<file path="src/rtl/alu_pkg.sv">
// Shared definitions for the ALU-side helpers: scanner FSM state encoding
// and the index-width helper.
package alu_pkg;

  localparam logic [1:0] ST_IDLE = 2'd0;
  localparam logic [1:0] ST_SCAN = 2'd1;
  localparam logic [1:0] ST_ZERO = 2'd2;

  function automatic int idx_width(input int width);
    return $clog2(width);
  endfunction

endpackage

</file>
<file path="src/rtl/set_bit_scanner_prio_enc.sv">
// Combinational priority encoder: mask -> {found, idx}.
// SET_BIT_SCANNER_MSB_FIRST_EN selects highest-bit priority; default is lowest-bit.
module prio_enc
  import alu_pkg::*;
#(
  parameter int WIDTH = 32,
  parameter int IDX_W = idx_width(WIDTH)
) (
  input  logic [WIDTH-1:0] mask,
  output logic             found,
  output logic [IDX_W-1:0] idx
);

  // Later loop iterations overwrite earlier ones, so the scan direction sets priority.
  always_comb begin
    found = |mask;
    idx   = '0;
`ifdef SET_BIT_SCANNER_MSB_FIRST_EN
    for (int i = 0; i < WIDTH; i++) begin
      if (mask[i]) begin
        idx = IDX_W'(i);
      end else begin
        idx = idx;
      end
    end
`else
    for (int i = WIDTH - 1; i >= 0; i--) begin
      if (mask[i]) begin
        idx = IDX_W'(i);
      end else begin
        idx = idx;
      end
    end
`endif
  end

endmodule

</file>
<file path="src/rtl/set_bit_scanner.sv">
// Serialises the set-bit indices of a WIDTH-bit mask, one index per beat.
// Build option SET_BIT_SCANNER_MSB_FIRST_EN emits indices highest-first.
module set_bit_scanner
  import alu_pkg::*;
#(
  parameter int WIDTH = 32,
  parameter int IDX_W = idx_width(WIDTH)
) (
  input  logic             clk,
  input  logic             rst,
  input  logic             in_valid,
  output logic             in_ready,
  input  logic [WIDTH-1:0] A,
  output logic             out_valid,
  input  logic             out_ready,
  output logic [IDX_W-1:0] idx,
  output logic             out_last,
  output logic             out_zero
);

  logic [1:0]       state;
  logic [WIDTH-1:0] mask;
  logic             enc_found;
  logic [IDX_W-1:0] enc_idx;
  logic             single_bit;
  logic [WIDTH-1:0] idx_onehot;

  prio_enc #(.WIDTH(WIDTH), .IDX_W(IDX_W)) u_prio_enc (
    .mask  (mask),
    .found (enc_found),
    .idx   (enc_idx)
  );

  assign single_bit = ((mask & (mask - WIDTH'(1))) == '0);
  assign idx_onehot = WIDTH'(1) << enc_idx;

  // Outputs decode registered state only; rst gates in_ready so nothing is accepted during reset.
  always_comb begin
    in_ready  = (state == ST_IDLE) && !rst;
    out_valid = (state == ST_SCAN) || (state == ST_ZERO);
    out_zero  = (state == ST_ZERO);
    if (state == ST_SCAN) begin
      idx      = enc_idx;
      out_last = single_bit && enc_found;
    end else if (state == ST_ZERO) begin
      idx      = '0;
      out_last = 1'b1;
    end else begin
      idx      = '0;
      out_last = 1'b0;
    end
  end

  // Scan FSM and mask register; each accepted beat clears its own bit.
  always_ff @(posedge clk or posedge rst) begin
    if (rst) begin
      state <= ST_IDLE;
      mask  <= '0;
    end else begin
      case (state)
        ST_IDLE: begin
          if (in_valid) begin
            mask  <= A;
            state <= (|A) ? ST_SCAN : ST_ZERO;
          end
        end
        ST_SCAN: begin
          if (out_ready) begin
            mask <= mask & ~idx_onehot;
            if (out_last) begin
              state <= ST_IDLE;
            end
          end
        end
        ST_ZERO: begin
          if (out_ready) begin
            state <= ST_IDLE;
          end
        end
        default: begin
          state <= ST_IDLE;
          mask  <= '0;
        end
      endcase
    end
  end

endmodule

</file>
<file path="config.mk">
export PLATFORM = sky130hd
export DESIGN_NAME = set_bit_scanner
export DESIGN_NICKNAME = d
export VERILOG_FILES = /design/src/rtl/alu_pkg.sv /design/src/rtl/set_bit_scanner_prio_enc.sv /design/src/rtl/set_bit_scanner.sv
export SDC_FILE = /design/constraint.sdc
export NUM_CORES = 1
export LEC_CHECK = 0
export CAP_MARGIN = 25
export CORE_MARGIN = 2
export CORE_UTILIZATION = 57
export CTS_CLUSTER_SIZE = 30
export DETAILED_ROUTE_END_ITERATION = 8
export PLACE_DENSITY = 0.85
export SYNTH_ARGS = -nofsm -noshare
export SYNTH_HDL_FRONTEND = slang
export SYNTH_SLANG_ARGS = --single-unit
</file>
<file path="constraint.sdc">
create_clock -name clk -period 7.1 [get_ports clk]
set_input_delay 1.42 -clock clk [delete_from_list [all_inputs] [get_ports clk]]
set_output_delay 1.42 -clock clk [all_outputs]
set_load 0.005 [all_outputs]
</file>
==> flow_metrics.tcl <==
set metrics [dict create \
    fin_crit_sh 0.769 \
    crit_arrival_ps 4040 \
    die_w_um 70.8 \
    min_to "state[0]$_DFFE_PP0P_" \
    r2r_start "mask[0]$_DFFE_PP0P_" \
    cts_sinks 34 \
    clock_tree.root_cell "clkbuf_8" \
    synth_area_sq_um 2550 \
    stdcell_area_sq_um 3120 \
    crit_path_frequent_cell "or4_4" \
    antenna_cells 0 \
    drcViolationCount 0 \
    crit_type "flip-flop to output port" \
    placed_cell_area_sq_um 3050 \
    fin_worst_skew_ps 4.13 \
    io_buffers 44 \
    synth_most_common_cell "nand2_1" \
    crit_slowest_cell "or4_1" \
    drv_slew 0 \
    overflow 0 \
    wl_um 8600 \
    cts_max_path_buffers 2 \
    period_needed_ps 5460 \
    power_density_nw_per_um2 447 \
    setup_violations 0 \
    relSlewSlack 0.404 \
    clk_pin_slew_ps 60 \
    io_pins 45 \
    min_path_cells 2 \
    rows 24 \
    firstDrtPassIters 6 \
    first_global_vias 2556 \
    hpwl_um 6500 \
    fp.dieH_um 70.8 \
    crit_path_start_kind "flip-flop" \
    viasPerCell 7.11 \
    htreeDepth 2 \
    ys_types 46 \
    required_ps 5680 \
    fmax_mhz 183 \
    crit_fanout 11 \
    reg2reg_to "state[0]$_DFFE_PP0P_" \
    hold_buffers 0 \
    endpoint_kind "output port" \
    reg2regPathDepth 8 \
    crit_path_max_incr_delay_ps 710 \
    final_layout_size_suffix_gt1_frac 0.0579 \
    ys_ff_latch 34 \
    dp_slack_ps 2010 \
    cts_tree "done" \
    ys_seq_area_frac 0.334 \
    syn_nets 362 \
    cap_violations 0 \
    clock_latency_ps 290 \
    synth_cells 323 \
    synthFlopType "dfrtp_1" \
    rsz0062_at_grt "no" \
    drt-initial-drc-count 647 \
    tightest_slew_ps 884 \
    yosysTopAreaCell "dfrtp_1" \
    nets 402 \
    grt_usage 0.351 \
    status "complete, no violations" \
    place_congestion 1.07 \
    final_hold_viol_count 0 \
    synth.top_cell.area_share 0.334 \
    min_path_type "flip-flop to flip-flop" \
    cts_resized 0 \
    ff_latch_area_sq_um 851 \
    synth.area.top_cells "dfrtp_1, a22o_1, o21ai_0" \
    start_util 0.589 \
    coreArea_sq_um 4320 \
    syn_avg_cell_area_sq_um 7.88 \
    synth-edff-count 0 \
    worst_slack_ps 1640 \
    num_vias 2951 \
    antenna_found_initial 0 \
    total_power_mw 1.40 \
    grt_max_degree 37 \
    cts_buffers 5 \
    grt_pass1_wl_um 13500 \
    setup_tns_ps 0 \
    cellLeakagePower_nw 1.23 \
    yosysWarnings 0 \
    dieArea_sq_um 5020 \
    fin_util 0.723 \
    multiInputGateArea_sq_um 1590 \
    rrSetupSlack_ps 3440 \
    areaGrowthSynthToFinish_pct 22.7 \
    drtAntennaViolNets 0 \
    min_from "state[0]$_DFFE_PP0P_" \
    num-fill-cells 344 \
    crit_chain "or4_1 > or4_4 > or4_4 > a2111oi_4 > o211ai_1 > nor4_2 > a31oi_1 > nor2_1 > clkdlybuf4s50_1" \
    async_flop_share 1.00 \
    synth.top_cells.by_count "nand2_1, o21ai_0, dfrtp_1" \
    wl_per_cell_um 20.7 \
    peakVddDrop_v 0.000282 \
    postCtsSetupBuffers 0 \
]
-- power breakdown --
part | total [mW] | leakage, nW | internal, mW | switching (mW)
Sequential | 0.460 | 0.420 | 0.286 | 0.173
Combinational | 0.800 | 0.776 | 0.332 | 0.468
Clock | 0.137 | 0.0383 | 0.0675 | 0.0693
Total | 1.40 | 1.23 | 0.686 | 0.711
-- logic make-up (layout without fill, tap and decap cells) --
| group | after synthesis | in the layout | synth area share |
|---|---|---|---|
| and+or+nand+nor | 131 | 131 | 0.262 |
| buffers and inverters | 30 | 70 | 0.0447 |
| AOI/OAI and AO/OA | 124 | 124 | 0.340 |
| adders and majority gates | 4 | 4 | 0.0187 |
| DFF | 34 | 34 | 0.334 |
-- flip-flops by register name (all words and copies together), names as in the netlist --
signal  cells
mask       32
state       2
-- cells in the final DEF (no fill, tap or decap), drive strengths merged, types with 2 or more instances in the layout --
master | netlist | routed
nand2b | 6 | 6
a2111oi | 3 | 3
o31ai | 3 | 3
nor2 | 26 | 26
or4 | 10 | 10
a22o | 26 | 26
clkdlybuf4s50 | 0 | 44
a31oi | 4 | 4
nor3 | 9 | 9
a21o | 5 | 5
a21oi | 18 | 18
buf | 1 | 5
or2 | 5 | 5
a221oi | 2 | 2
nand2 | 41 | 41
o311ai | 3 | 3
clkbuf | 15 | 7
nand3 | 5 | 5
nor2b | 3 | 3
o21ai | 39 | 39
or3 | 4 | 4
nand4 | 2 | 2
o31a | 3 | 3
nor4 | 15 | 15
and2 | 4 | 4
o22ai | 2 | 2
inv | 14 | 14
o211ai | 2 | 2
dfrtp | 34 | 34
a211oi | 4 | 4
ha | 3 | 3
-- how the worst max path moves through the flow --
stage                         start       end  slack (ps)
2_1_floorplan  mask[11]$_DFFE_PP0P_  out_last        2790
3_5_place_dp    mask[3]$_DFFE_PP0P_  out_last        2010
5_1_grt         mask[3]$_DFFE_PP0P_  out_last        1510
3_3_place_gp    mask[3]$_DFFE_PP0P_  out_last        2060
4_1_cts         mask[3]$_DFFE_PP0P_  out_last        1690
6_report        mask[0]$_DFFE_PP0P_  out_last        1640
-- stage by stage --
stage | hold WS [ps] | std cells
after detailed placement | 541 | 408
after CTS | 557 | 415
after global routing | 588 | 415
after floorplan | 502 | 323
after global placement | 531 | 407
final | 557 | 415
-- metal layers --
layer / global-route usage / share of wire / vias to the layer above
li1: - / - / 1311
met1: 0.483 / 0.40 / 1376
met2: 0.530 / 0.44 / 218
met3: 0.104 / 0.12 / 46
met4: 0.119 / 0.044 / 0
met5: 0 / 0 / -
-- critical path: cells and delay by family (launching register included) --
kind            cells  cell delay, ps
flops               1             460
simple gates        5            2130
buf+inv             1             510
compound gates      3             650
-- final cells by class --
| class | count | share of cell area |
|---|---|---|
| Sequential cell | 34 | 0.272 |
| Timing Repair Buffer | 49 | 0.155 |
| Inverter | 14 | 0.0168 |
| Multi-Input combinational cell | 259 | 0.510 |
| Clock buffer | 7 | 0.0244 |
| Tap cell | 52 | 0.0208 |
Power figures use the tool's default switching activity.
